## config.mk

```make
export PLATFORM = sky130hd
export DESIGN_NAME = soc_msp430_dmem_arbiter
export DESIGN_NICKNAME = d
export VERILOG_FILES = /design/src/rtl/soc_msp430_dmem_arb_pkg.sv /design/src/rtl/soc_msp430_dmem_rdhold.sv /design/src/rtl/soc_msp430_dmem_arbiter.sv
export SDC_FILE = /design/constraint.sdc
export NUM_CORES = 1
export LEC_CHECK = 0
export CORE_MARGIN = 3
export CORE_UTILIZATION = 43
export CTS_BUF_LIST = sky130_fd_sc_hd__clkbuf_8
export DETAILED_ROUTE_END_ITERATION = 12
export GPL_TIMING_DRIVEN = 0
export PLACE_DENSITY = 0.95
export SKIP_LAST_GASP = 1
export SYNTH_ARGS = -nofsm -noshare
export SYNTH_HDL_FRONTEND = slang
export SYNTH_HIERARCHICAL = 1
export SYNTH_SLANG_ARGS = --single-unit
```

## constraint.sdc

```tcl
create_clock -name mclk -period 2.85 [get_ports mclk]
set_input_delay 0.4275 -clock mclk [delete_from_list [all_inputs] [get_ports mclk]]
set_output_delay 0.4275 -clock mclk [all_outputs]
set_load 0.03 [all_outputs]
```

## src/rtl/soc_msp430_dmem_arb_pkg.sv

```systemverilog
// Shared types and constants for the two-core data-memory arbiter.
//   arb_state_t : ownership state of the shared DMEM port
//   WEN_READ    : byte write-enable pattern that denotes a read access
package soc_msp430_dmem_arb_pkg;

  typedef enum logic [1:0] {
    ARB_IDLE = 2'd0,
    ARB_OWN0 = 2'd1,
    ARB_OWN1 = 2'd2
  } arb_state_t;

  localparam logic [1:0] WEN_READ = 2'b11;

endpackage

```

## src/rtl/soc_msp430_dmem_rdhold.sv

```systemverilog
// Per-core read-return steering and hold register.
// A read granted in cycle N returns from the macro in cycle N+1; rd_pend_q marks that cycle so the
// core sees live macro data, and the hold register keeps it afterwards so later accesses by the
// other core cannot disturb this core's dout.
// Ports:
//   clk_i        clock
//   rst_i        synchronous reset, active high (drops any pending return)
//   rd_issue_i   read granted to this core in the current cycle
//   mem_rdata_i  read data from the DMEM macro
//   dout_o       read data presented to the core
module soc_msp430_dmem_rdhold (
  input  logic        clk_i,
  input  logic        rst_i,
  input  logic        rd_issue_i,
  input  logic [15:0] mem_rdata_i,
  output logic [15:0] dout_o
);

  logic        rd_pend_q;
  logic [15:0] hold_q;

  always_ff @(posedge clk_i) begin
    if (rst_i) begin
      rd_pend_q <= 1'b0;
      hold_q    <= 16'h0000;
    end else begin
      rd_pend_q <= rd_issue_i;
      if (rd_pend_q) begin
        hold_q <= mem_rdata_i;
      end
    end
  end

  assign dout_o = rd_pend_q ? mem_rdata_i : hold_q;

endmodule

```

## src/rtl/soc_msp430_dmem_arbiter.sv

```systemverilog
// Two-requester arbiter sharing one single-port DMEM between PU0 and PU1.
// Zero added latency when uncontended; the losing core is stalled via its wait output.
// Round-robin with bounded burst ownership (MAX_BURST consecutive grants while the other waits).
// Ports:
//   mclk, puc_rst                      clock, synchronous active-high reset
//   dmemK_cen/wen/addr/din (in)        core K request (cen/wen low active, wen 2'b11 = read)
//   dmemK_dout, dmemK_wait (out)       core K read data and stall
//   dmem_cen/wen/addr/din (out)        to the DMEM macro
//   dmem_dout (in)                     from the DMEM macro, valid one cycle after a read
module soc_msp430_dmem_arbiter
  import soc_msp430_dmem_arb_pkg::*;
#(
  parameter int unsigned AW        = 10,
  parameter int unsigned MAX_BURST = 4
) (
  input  logic          mclk,
  input  logic          puc_rst,
  input  logic          dmem0_cen,
  input  logic [1:0]    dmem0_wen,
  input  logic [AW-1:0] dmem0_addr,
  input  logic [15:0]   dmem0_din,
  output logic [15:0]   dmem0_dout,
  output logic          dmem0_wait,
  input  logic          dmem1_cen,
  input  logic [1:0]    dmem1_wen,
  input  logic [AW-1:0] dmem1_addr,
  input  logic [15:0]   dmem1_din,
  output logic [15:0]   dmem1_dout,
  output logic          dmem1_wait,
  output logic          dmem_cen,
  output logic [1:0]    dmem_wen,
  output logic [AW-1:0] dmem_addr,
  output logic [15:0]   dmem_din,
  input  logic [15:0]   dmem_dout
);

  localparam int unsigned CntW = (MAX_BURST > 1) ? $clog2(MAX_BURST) : 1;
  localparam logic [CntW-1:0] BurstLast = CntW'(MAX_BURST - 1);

  arb_state_t    st_q, st_d;
  logic          last_q, last_d;
  logic [CntW-1:0] burst_cnt_q, burst_cnt_d;

  logic req0, req1;
  logic gnt0, gnt1;
  logic may_keep;

  assign req0     = ~dmem0_cen;
  assign req1     = ~dmem1_cen;
  assign may_keep = (burst_cnt_q < BurstLast);

  // State register
  always_ff @(posedge mclk) begin
    if (puc_rst) begin
      st_q        <= ARB_IDLE;
      last_q      <= 1'b1;  // so core 0 wins the first tie
      burst_cnt_q <= '0;
    end else begin
      st_q        <= st_d;
      last_q      <= last_d;
      burst_cnt_q <= burst_cnt_d;
    end
  end

  // Grant decision
  always_comb begin
    gnt0 = 1'b0;
    gnt1 = 1'b0;
    if (!puc_rst) begin
      if (req0 && !req1) begin
        gnt0 = 1'b1;
      end else if (req1 && !req0) begin
        gnt1 = 1'b1;
      end else if (req0 && req1) begin
        if (st_q == ARB_OWN0 && may_keep) begin
          gnt0 = 1'b1;
        end else if (st_q == ARB_OWN1 && may_keep) begin
          gnt1 = 1'b1;
        end else if (last_q) begin
          gnt0 = 1'b1;
        end else begin
          gnt1 = 1'b1;
        end
      end
    end
  end

  // Next state
  always_comb begin
    st_d        = ARB_IDLE;
    last_d      = last_q;
    burst_cnt_d = '0;
    if (gnt0) begin
      st_d   = ARB_OWN0;
      last_d = 1'b0;
      // Count only consecutive grants that keep the other core waiting
      if (st_q == ARB_OWN0 && req1) begin
        burst_cnt_d = (burst_cnt_q == BurstLast) ? burst_cnt_q : burst_cnt_q + 1'b1;
      end
    end else if (gnt1) begin
      st_d   = ARB_OWN1;
      last_d = 1'b1;
      if (st_q == ARB_OWN1 && req0) begin
        burst_cnt_d = (burst_cnt_q == BurstLast) ? burst_cnt_q : burst_cnt_q + 1'b1;
      end
    end
  end

  // Outputs: memory-port mux and stalls
  always_comb begin
    dmem_cen  = 1'b1;
    dmem_wen  = WEN_READ;
    dmem_addr = '0;
    dmem_din  = 16'h0000;
    if (gnt0) begin
      dmem_cen  = 1'b0;
      dmem_wen  = dmem0_wen;
      dmem_addr = dmem0_addr;
      dmem_din  = dmem0_din;
    end else if (gnt1) begin
      dmem_cen  = 1'b0;
      dmem_wen  = dmem1_wen;
      dmem_addr = dmem1_addr;
      dmem_din  = dmem1_din;
    end
    dmem0_wait = req0 & ~gnt0 & ~puc_rst;
    dmem1_wait = req1 & ~gnt1 & ~puc_rst;
  end

  soc_msp430_dmem_rdhold u_rdhold0 (
    .clk_i       (mclk),
    .rst_i       (puc_rst),
    .rd_issue_i  (gnt0 & (dmem0_wen == WEN_READ)),
    .mem_rdata_i (dmem_dout),
    .dout_o      (dmem0_dout)
  );

  soc_msp430_dmem_rdhold u_rdhold1 (
    .clk_i       (mclk),
    .rst_i       (puc_rst),
    .rd_issue_i  (gnt1 & (dmem1_wen == WEN_READ)),
    .mem_rdata_i (dmem_dout),
    .dout_o      (dmem1_dout)
  );

endmodule

```

[Yosys cells after proc, flatten, opt, wreduce, memory -nomap -nowiden]
Cells that the tools add are included.
Word-level totals
  bits in registers: 39
  input port bits: 76
  word-level logic and storage cells: 68
Cells by class
  $add $sub $neg: 1
  order comparisons: 1
  equal/unequal tests: 5
  mux-type cells: 33
  bitwise logic cells: 11
  reduce and logical (&&, ||, !) cells: 9
Operators by type and width (count)
  16-bit 2-to-1 mux: 4
  10-bit 2-to-1 mux: 2
  1-bit 2-to-1 mux: 19
  2-bit 2-to-1 mux: 8
  2-bit equality test, second input constant: 4
  1-bit logical AND: 7
  1-bit AND: 6
  1-bit inverter: 5
  2-bit by 1-bit adder with 2-bit output, second input constant: 1
  2-bit by 1-bit equality test with 1-bit output, second input constant: 1
  2-bit less-than comparator, second input constant: 1
  2-bit nonzero test: 1
  2-bit OR reduction: 1

[Logic depth before layout (Yosys ltp)]
Gate-level depths: netlist of run 1.
  depth after elaboration: 11
  gate-level depth with buffers: 6

[Cells and area by module]
The synthesis of run 1 kept the hierarchy.
By module, submodules not included
  soc_msp430_dmem_rdhold: times used 2, cells each 53, area each 730.7 um^2
  soc_msp430_dmem_arbiter: times used 1, cells each 137, area each 968.4 um^2

[Worst setup path before layout of run 1]
OpenSTA, ideal clock, no wires.
  path kind: register to output
  start: register burst_cnt_q[0]
  end: output dmem_din[10]
  data arrival time: 2006 ps
  data required time: 2423 ps
  setup slack: 416 ps
  cell stages (with the launch flop): 6
  buffers on the path: 1
  path through: dfxtp_1 a21oi_1 o211a_1 or3_4 buf_2 o32ai_1
Between the ends
  word-level cells in the longest chain between the ends: 10
Ends and longest elaborated chain
  start, declared: line soc_msp430_dmem_arbiter.sv:42  | logic [CntW-1:0] burst_cnt_q, burst_cnt_d;
  start signal, assigned: line soc_msp430_dmem_arbiter.sv:61  | burst_cnt_q <= burst_cnt_d;
  2-bit less-than comparator (*): line soc_msp430_dmem_arbiter.sv:50  | assign may_keep = (burst_cnt_q < BurstLast);
  1-bit logical AND: line soc_msp430_dmem_arbiter.sv:77  | end else if (st_q == ARB_OWN1 && may_keep) begin
  1-bit 2-to-1 mux: line soc_msp430_dmem_arbiter.sv:77
  1-bit 2-to-1 mux: line soc_msp430_dmem_arbiter.sv:75  | if (st_q == ARB_OWN0 && may_keep) begin
  1-bit 2-to-1 mux: line soc_msp430_dmem_arbiter.sv:74  | end else if (req0 && req1) begin
  1-bit 2-to-1 mux: line soc_msp430_dmem_arbiter.sv:72  | end else if (req1 && !req0) begin
  1-bit 2-to-1 mux: line soc_msp430_dmem_arbiter.sv:70  | if (req0 && !req1) begin
  1-bit 2-to-1 mux: line soc_msp430_dmem_arbiter.sv:69  | if (!puc_rst) begin
  16-bit 2-to-1 mux: line soc_msp430_dmem_arbiter.sv:120  | end else if (gnt1) begin
  16-bit 2-to-1 mux (*): line soc_msp430_dmem_arbiter.sv:115  | if (gnt0) begin
  end, declared: line soc_msp430_dmem_arbiter.sv:33  | output logic [15:0] dmem_din,
Every way passes the cells marked *; elsewhere a longest branch is shown, timed or not.

[Worst setup path after layout of run 1]
  start: input puc_rst
  end: output dmem0_wait
Between the ends
  word-level cells in the longest chain between the ends: 4
Ends and longest elaborated chain
  start, declared: line soc_msp430_dmem_arbiter.sv:17  | input logic puc_rst,
  1-bit 2-to-1 mux: line soc_msp430_dmem_arbiter.sv:69
  1-bit inverter: line soc_msp430_dmem_arbiter.sv:126  | dmem0_wait = req0 & ~gnt0 & ~puc_rst;
  1-bit AND: line soc_msp430_dmem_arbiter.sv:126
  1-bit AND (*): line soc_msp430_dmem_arbiter.sv:126
  end, declared: line soc_msp430_dmem_arbiter.sv:23  | output logic dmem0_wait,
Marks and branches as above.

==> results by group, run 1 <==
Status
  – Status: completed

Timing
  – Setup TNS: 0 ps
  – Final Slew Violations: 0
  – Relative slew slack: 64.3%
  – Final hold violation count: 0
  – Period Utilization, post-route: 95.5%
  – Final setup vio count: 0
  – Hold slack: 544 ps
  – Achievable clock frequency: 367 MHz
  – Clk_skew: 3.16 ps
  – RSZ-0062 raised after global routing: false
  – Tmin final: 2720 ps
  – Actual slew at the worst max-slew pin: 535 ps

Logic synthesis
  – Top-area cell type share of the netlist area: 32.1%
  – Synth area leader: dfxtp_1
  – Commonest cells post-synth: dfxtp_1 (39), inv_1 (28), nand2b_1 (28)
  – Post-synthesis register bit count: 39
  – Post-synthesis instance area: 2430 um^2
  – Synth async-reset ratio: 0%
  – Avg Inst Size Synth: 10.0 um^2
  – Cells after Synth: 243
  – Post-synth top flop: dfxtp_1
  – Unique cell type count in the Yosys netlist: 30
  – Seq/Total Area, Yosys: 32.1%
  – Number of synthesized flops with an enable pin: 0
  – Syn Nets: 319
  – Most common cell in the netlist: dfxtp_1
  – Yosys warns: 6
  – Synth top area cells: dfxtp_1 (32%), mux2_4 (12%), nand2b_1 (7.2%)

Route
  – Post-route ant nets: 0
  – DR iter-0 viols: 63
  – DR pass1 iterations: 4
  – DR WL/cell: 14.7 um
  – Drc violations: 0
  – Via-to-Cell Ratio: 5.01
  – DRT Wirelength: 6750 um
  – Via count: 2301

Final layout
  – Nets: 464
  – Layout cells sized above 1: 26.7%
  – Fillers: 385
  – ANT cells: 0
  – Area Growth Syn to Fin: 61.5%

Floorplanning
  – Starting Density: 46.1%
  – Die Span X: 81.2 um
  – Row cnt: 26
  – Die Ht: 81.2 um
  – Top Ports: 139
  – Full die area: 6590 um^2
  – Core area: 5270 um^2

Global routing
  – First-pass GRT wire length: 10900 um
  – Largest net degree at the start of global routing: 18
  – Total grt overflow: 0
  – Initial antenna violation count: 0
  – Vias in the first global route: 2368
  – Total GRT Usage: 21.2%

Placement
  – Detailed placement HPWL: 5550 um
  – Buffers on Ports: 138
  – RePlAce Congestion: 0.833

Clock network
  – Hold buffer count at cts: 0
  – Worst skew pair latency: 290 ps
  – Cts repair resizes: 115
  – Worst-path clk slew: 70 ps
  – CTS tree: done
  – CTS max path bufs: 2
  – CTS Root Cell: clkbuf_8
  – CTS H-tree lvls: 2
  – Post-CTS Setup Inserts: 0
  – Clk sink count: 39
  – Clock buffer count from CTS: 5

Flow run
  – Max-capacitance violation count: 0

Worst setup path
  – Worst r2r path cells: 5
  – Crit path max fanout: 17
  – Critical path class: input pin to output pin
  – Critical Path Start Type: input pin
  – Worst Setup End Kind: output pin
  – CP arrival: 2300 ps
  – WP data required: 2420 ps

Power and ir drop
  – Leakage power figure: 1.64 nW
  – Power Density: 389 nW/um^2
  – VDD IR max: 192 uV

Worst hold path
  – Worst Hold Depth: 3
  – Hold WC Path Type: input pin to register
[logic make-up after synthesis]
family | after synthesis | share of synthesized area (%)
AND/OR/NAND/NOR | 81 | 22.4
buffers and inverters | 48 | 10.2
AO/OA/AOI/OAI | 43 | 17.3
flip-flops | 39 | 32.1
multiplexers | 32 | 17.9
[registers in the layout, summed over array words and instances, names as in the netlist]
name / flops
burst_cnt_q: 2
u_rdhold1/rd_pend_q: 1
u_rdhold0/hold_q: 16
last_q: 1
st_q: 2
u_rdhold1/hold_q: 16
u_rdhold0/rd_pend_q: 1
[routing by layer]
layer | up-vias | GRT usage (%) | wire [um]
li1 | 1118 | - | -
met1 | 1061 | 20.8 | 2440
met2 | 111 | 40.6 | 3520
met3 | 11 | 7.54 | 678
met4 | 0 | 7.26 | 108
met5 | - | 0 | 0
[worst paths after layout]
| check | start | end | slack, ps |
|---|---|---|---|
| worst max register to register | burst_cnt_q[0]$_SDFF_PP0_ | last_q$_SDFFE_PP1P_ | 1250 |
| worst max-delay path | puc_rst | dmem0_wait | 130 |
| worst min register to register | st_q[1]$_SDFF_PP0_ | burst_cnt_q[0]$_SDFF_PP0_ | 560 |
| worst min-delay path | dmem1_cen | last_q$_SDFFE_PP1P_ | 540 |
[where the power goes]
group | switching (W) | internal (W) | total [W]
Clock | 0.000184 | 0.000346 | 0.000530
Combinational | 0.000223 | 0.000212 | 0.000435
Sequential | 0.00000661 | 0.000554 | 0.000560
Total | 0.000414 | 0.00111 | 0.00153
[metrics by stage]
step           utilization, %  power, W  cells  setup WS (ps)  cell area [um^2]
2_1_floorplan               -  0.000812    243            416              2430
3_5_place_dp             74.0   0.00104    451           -583              3900
6_report                 74.5   0.00153    459            127              3920
4_1_cts                  75.7   0.00155    459           -162              3990
5_1_grt                  74.5   0.00160    459           4.79              3920
3_3_place_gp             74.0   0.00103    451           -565              3900
[layout make-up]
| cell class | count | area [um^2] | area share (%) |
|---|---|---|---|
| multi-input combinational | 156 | 1410 | 35.8 |
| timing repair buffer | 138 | 1270 | 32.3 |
| sequential | 39 | 781 | 19.9 |
| buffer | 19 | 143 | 3.64 |
| inverter | 29 | 109 | 2.77 |
| tap | 70 | 87.6 | 2.23 |
| clock buffer | 5 | 68.8 | 1.75 |
| clock inverter | 3 | 63.8 | 1.63 |
[cell usage in the layout, fill, tap and decap left out, types with 2 or more instances in the layout]
master and instances:
a21o_1 3, nor2b_1 27, bufinv_16 2, dlymetal6s2s_1 2
clkbuf_2 7, nand2_1 5, o32ai_1 16, clkdlybuf4s50_1 107
dfxtp_1 39, clkdlybuf4s15_2 4, or2_2 2, o32ai_2 10
inv_1 29, o32a_1 2, buf_12 2, buf_2 25
buf_6 4, a21oi_1 5, clkbuf_1 6, nor2b_4 8
nor3_1 2, mux2_4 20, nand2b_1 28, nor2_1 5
clkbuf_8 5, o21ai_0 2, mux2_2 12
[worst max-delay path, cell delays in order]
cell and delay, ps:
clkdlybuf4s15_2 360, clkbuf_1 260, or3_1 460, nor2_1 110
clkdlybuf4s50_1 670
(Power assumes the default switching activity.)
==> run 2: changes to the inputs <==
--- a/config.mk
+++ b/config.mk
@@ -8,6 +8,7 @@
 export CORE_MARGIN = 3
 export CORE_UTILIZATION = 43
 export CTS_BUF_LIST = sky130_fd_sc_hd__clkbuf_8
+export CTS_CLUSTER_DIAMETER = 30
 export DETAILED_ROUTE_END_ITERATION = 12
 export GPL_TIMING_DRIVEN = 0
 export PLACE_DENSITY = 0.95
==> results of run 2 <==
No change in the layout: final DEF, timing and power equal those of run 1.
==> run 3: changes to the inputs <==
--- a/config.mk
+++ b/config.mk
@@ -5,13 +5,13 @@
 export SDC_FILE = /design/constraint.sdc
 export NUM_CORES = 1
 export LEC_CHECK = 0
-export CORE_MARGIN = 3
+export CORE_ASPECT_RATIO = 1.25
 export CORE_UTILIZATION = 43
 export CTS_BUF_LIST = sky130_fd_sc_hd__clkbuf_8
 export CTS_CLUSTER_DIAMETER = 30
 export DETAILED_ROUTE_END_ITERATION = 12
 export GPL_TIMING_DRIVEN = 0
-export PLACE_DENSITY = 0.95
+export PLACE_DENSITY = 0.89
 export SKIP_LAST_GASP = 1
 export SYNTH_ARGS = -nofsm -noshare
 export SYNTH_HDL_FRONTEND = slang
==> run 3 against run 2 <==
  * First-iteration DRC count fell by 17%
  * Sequential share of layout area up 0.21 points
  * Non-clock buffer count unchanged
  * Sequential power about the same
  * Worst hold slack worse by 7.4 ps
  * Worst setup slack got worse by 120 ps
  * Clock power is 15% lower
  * Final area down 1.0%
  * Combinational power decreased by 1%
  * Die area decreased by 9.6%
  * Global-route usage up 0.76 points
  * Highest routed layer unchanged
==> results by group, run 3 (synthesis gave the netlist of run 1 again) <==
Worst setup path
  – Crit path max fanout: 10 (-7)
  – CP peak stage delay: 560 ps (-110 ps)
  – Reg2reg start: burst_cnt_q[1]$_SDFF_PP0_
  – R2r endpoint: last_q$_SDFFE_PP1P_
  – Slowest library cell on the worst path: clkdlybuf4s50_1
  – Crit path from: dmem1_cen
  – Crit path cell chain: clkdlybuf4s50_1 > inv_1 > o211a_1 > or3_4 > buf_6 > o32a_1 > dlygate4sd2_1
  – Worst Path Buf+Inv: 4 (+1)
  – CP Capture Point: dmem_wen[0]
  – Worst Setup End Kind: output pin
  – Critical Path Start Type: input pin
  – Reg2Reg Setup Slack: 1250 ps (about the same)
  – CP arrival: 2420 ps (+120 ps)
  – WP data required: 2420 ps (about the same)
  – WP depth: 7 (+2)
  – Delay-heaviest family, CP: buffers and inverters
  – Worst r2r path cells: 5 (unchanged)
  – Critical path class: input pin to output pin

Final layout
  – Finished Cell Area: 3880 um^2 (-1.0%)
  – Nets: 464 (unchanged)
  – Fin util: 71.4% (-3.1 points)
  – Leading cell types in the layout, fill and taps excluded: clkdlybuf4s50_1 (107), dfxtp_1 (39), inv_1 (28), nand2b_1 (28), nor2b_1 (27)
  – Layout cells sized above 1: 26.7% (unchanged)
  – ANT cells: 0 (unchanged)
  – Commonest non-fill, non-tap cell in the layout: clkdlybuf4s50_1
  – Largest registers: u_rdhold0/hold_q (16), u_rdhold1/hold_q (16)
  – Fillers: 427 (+11%)
  – Area Growth Syn to Fin: 59.8%

Timing
  – Actual slew at the worst max-slew pin: 545 ps (+9.34 ps)
  – Tmin final: 2840 ps (+120 ps)
  – Relative slew slack: 63.7% (-0.62 points)
  – Setup TNS: 0 ps (unchanged)
  – Final hold violation count: 0 (unchanged)
  – Achievable clock frequency: 352 MHz (-4.2%)
  – Final setup vio count: 0 (unchanged)
  – Hold slack: 537 ps (-7.45 ps)
  – Final Slew Violations: 0 (unchanged)
  – Clk_skew: 10.1 ps (+6.93 ps)
  – Period Utilization, post-route: 99.8% (+4.2 points)
  – RSZ-0062 raised after global routing: true

Floorplanning
  – Core area: 5440 um^2 (+3.3%)
  – Full die area: 5960 um^2 (-9.6%)
  – Die Ht: 86.0 um (+6.0%)
  – Top Ports: 139 (unchanged)
  – Starting Density: 44.6% (-1.5 points)
  – Die Span X: 69.2 um (-15%)
  – Row cnt: 30 (+15%)

Clock network
  – CTS tree: done
  – CTS H-tree lvls: 2 (unchanged)
  – Worst-path clk slew: 80 ps (about the same)
  – Clock buffer count from CTS: 5 (unchanged)
  – Post-CTS Setup Inserts: 0 (unchanged)
  – Clk sink count: 39 (unchanged)
  – CTS Root Cell: clkbuf_8
  – CTS max path bufs: 2 (unchanged)
  – Worst skew pair latency: 290 ps (about the same)

Flow run
  – Max-capacitance violation count: 0 (unchanged)

Route
  – Post-route ant nets: 0 (unchanged)
  – Met2 routed WL: 3350 um (-5.1%)
  – Metal-1 WL: 2360 um (-3.3%)
  – Drc violations: 0 (unchanged)
  – Met3 WL post-DR: 464 um (-32%)
  – DR WL/cell: 14.0 um (-5.1%)
  – DR iter-0 viols: 52 (-17%)
  – DRT Wirelength: 6320 um (-6.3%)
  – DR pass1 iterations: 4 (unchanged)
  – Via count: 2275 (-1.1%)
  – Via-to-Cell Ratio: 5.02 (+0.18%)
  – Top routing layer in use: met4

Placement
  – Buffers on Ports: 138 (unchanged)
  – RePlAce Congestion: 0.820 (-1.5%)
  – Detailed placement HPWL: 5080 um (-8.3%)
  – Post-placement cell area: 3890 um^2 (-0.19%)

Worst hold path
  – Worst Hold Depth: 2 (-1)
  – Min-Delay Startpoint: burst_cnt_q[0]$_SDFF_PP0_
  – Hold WC Path Type: register to register

Global routing
  – Total GRT Usage: 21.9% (+0.76 points)
  – Vias in the first global route: 2353 (-0.63%)
  – First-pass GRT wire length: 10600 um (-3.0%)
  – Initial antenna violation count: 0 (unchanged)
  – Total grt overflow: 0 (unchanged)
  – Largest net degree at the start of global routing: 18 (unchanged)

Status
  – Status: completed

Power and ir drop
  – VDD IR max: 200 uV (+4.0%)
  – Power Density: 371 nW/um^2 (-4.6%)
  – Pwr Total: 0.00144 W (-5.5%)
  – Leakage power figure: 1.63 nW (-0.59%)
run 3: cell types whose count changed in the layout (fill, tap and decap cells not counted), sizes merged:
cell / before / now
clkinv: 0 / 2
buf: 31 / 23
clkbuf: 18 / 28
inv: 30 / 29
bufinv: 2 / 1
dlygate4sd2: 0 / 1
clkdlybuf4s15: 4 / 1
run 3: cell type report:
type                       instances  area [um^2]  share of cell area (%)
buffer                            19          143                    3.67
clock buffer                       5         68.8                    1.77
clock inverter                     3         43.8                    1.13
inverter                          29          109                    2.80
multi-input combinational        156         1410                    36.2
sequential                        39          781                    20.1
tap                               64         80.1                    2.06
timing repair buffer             138         1250                    32.3
run 3: worst min path at each step:
stage | end | slack [ps]
floorplan | u_rdhold0/hold_q[14]$_SDFF_PP0_ | 490
global placement | burst_cnt_q[1]$_SDFF_PP0_ | 520
detailed placement | burst_cnt_q[1]$_SDFF_PP0_ | 540
CTS | burst_cnt_q[1]$_SDFF_PP0_ | 540
global route | burst_cnt_q[0]$_SDFF_PP0_ | 610
finish | burst_cnt_q[1]$_SDFF_PP0_ | 540
run 3: tightest hold or removal path, delay by kind of cell (launching register included):
| family | cells | cell delay, ps |
|---|---|---|
| flip-flops | 1 | 350 |
| AND/OR/NAND/NOR | 1 | 90 |
| AO/OA/AOI/OAI | 1 | 60 |
run 3: layer usage:
metal | vias up | GRT usage (%)
li1 | 1119 | -
met1 | 1034 | 22.0
met2 | 108 | 43.0
met3 | 14 | 6.35
met4 | 0 | 7.05
met5 | - | 0
run 3: where the power goes:
part | internal [W] | switching [W]
Sequential | 0.000554 | 0.00000695
Clock | 0.000260 | 0.000190
Combinational | 0.000210 | 0.000220
run 3: timing repair:
item                                    4_1_cts  5_1_grt
endpoints found under the setup margin       31       29
hold buffers                                  0        0
gates resized for setup                      73       61
run 3: stage by stage:
step,cells,setup WS (ps)
after floorplan,243,416
after global placement,445,-540
after detailed placement,445,-573
after CTS,453,-11.5
after global routing,453,-61.6
final,453,7.00
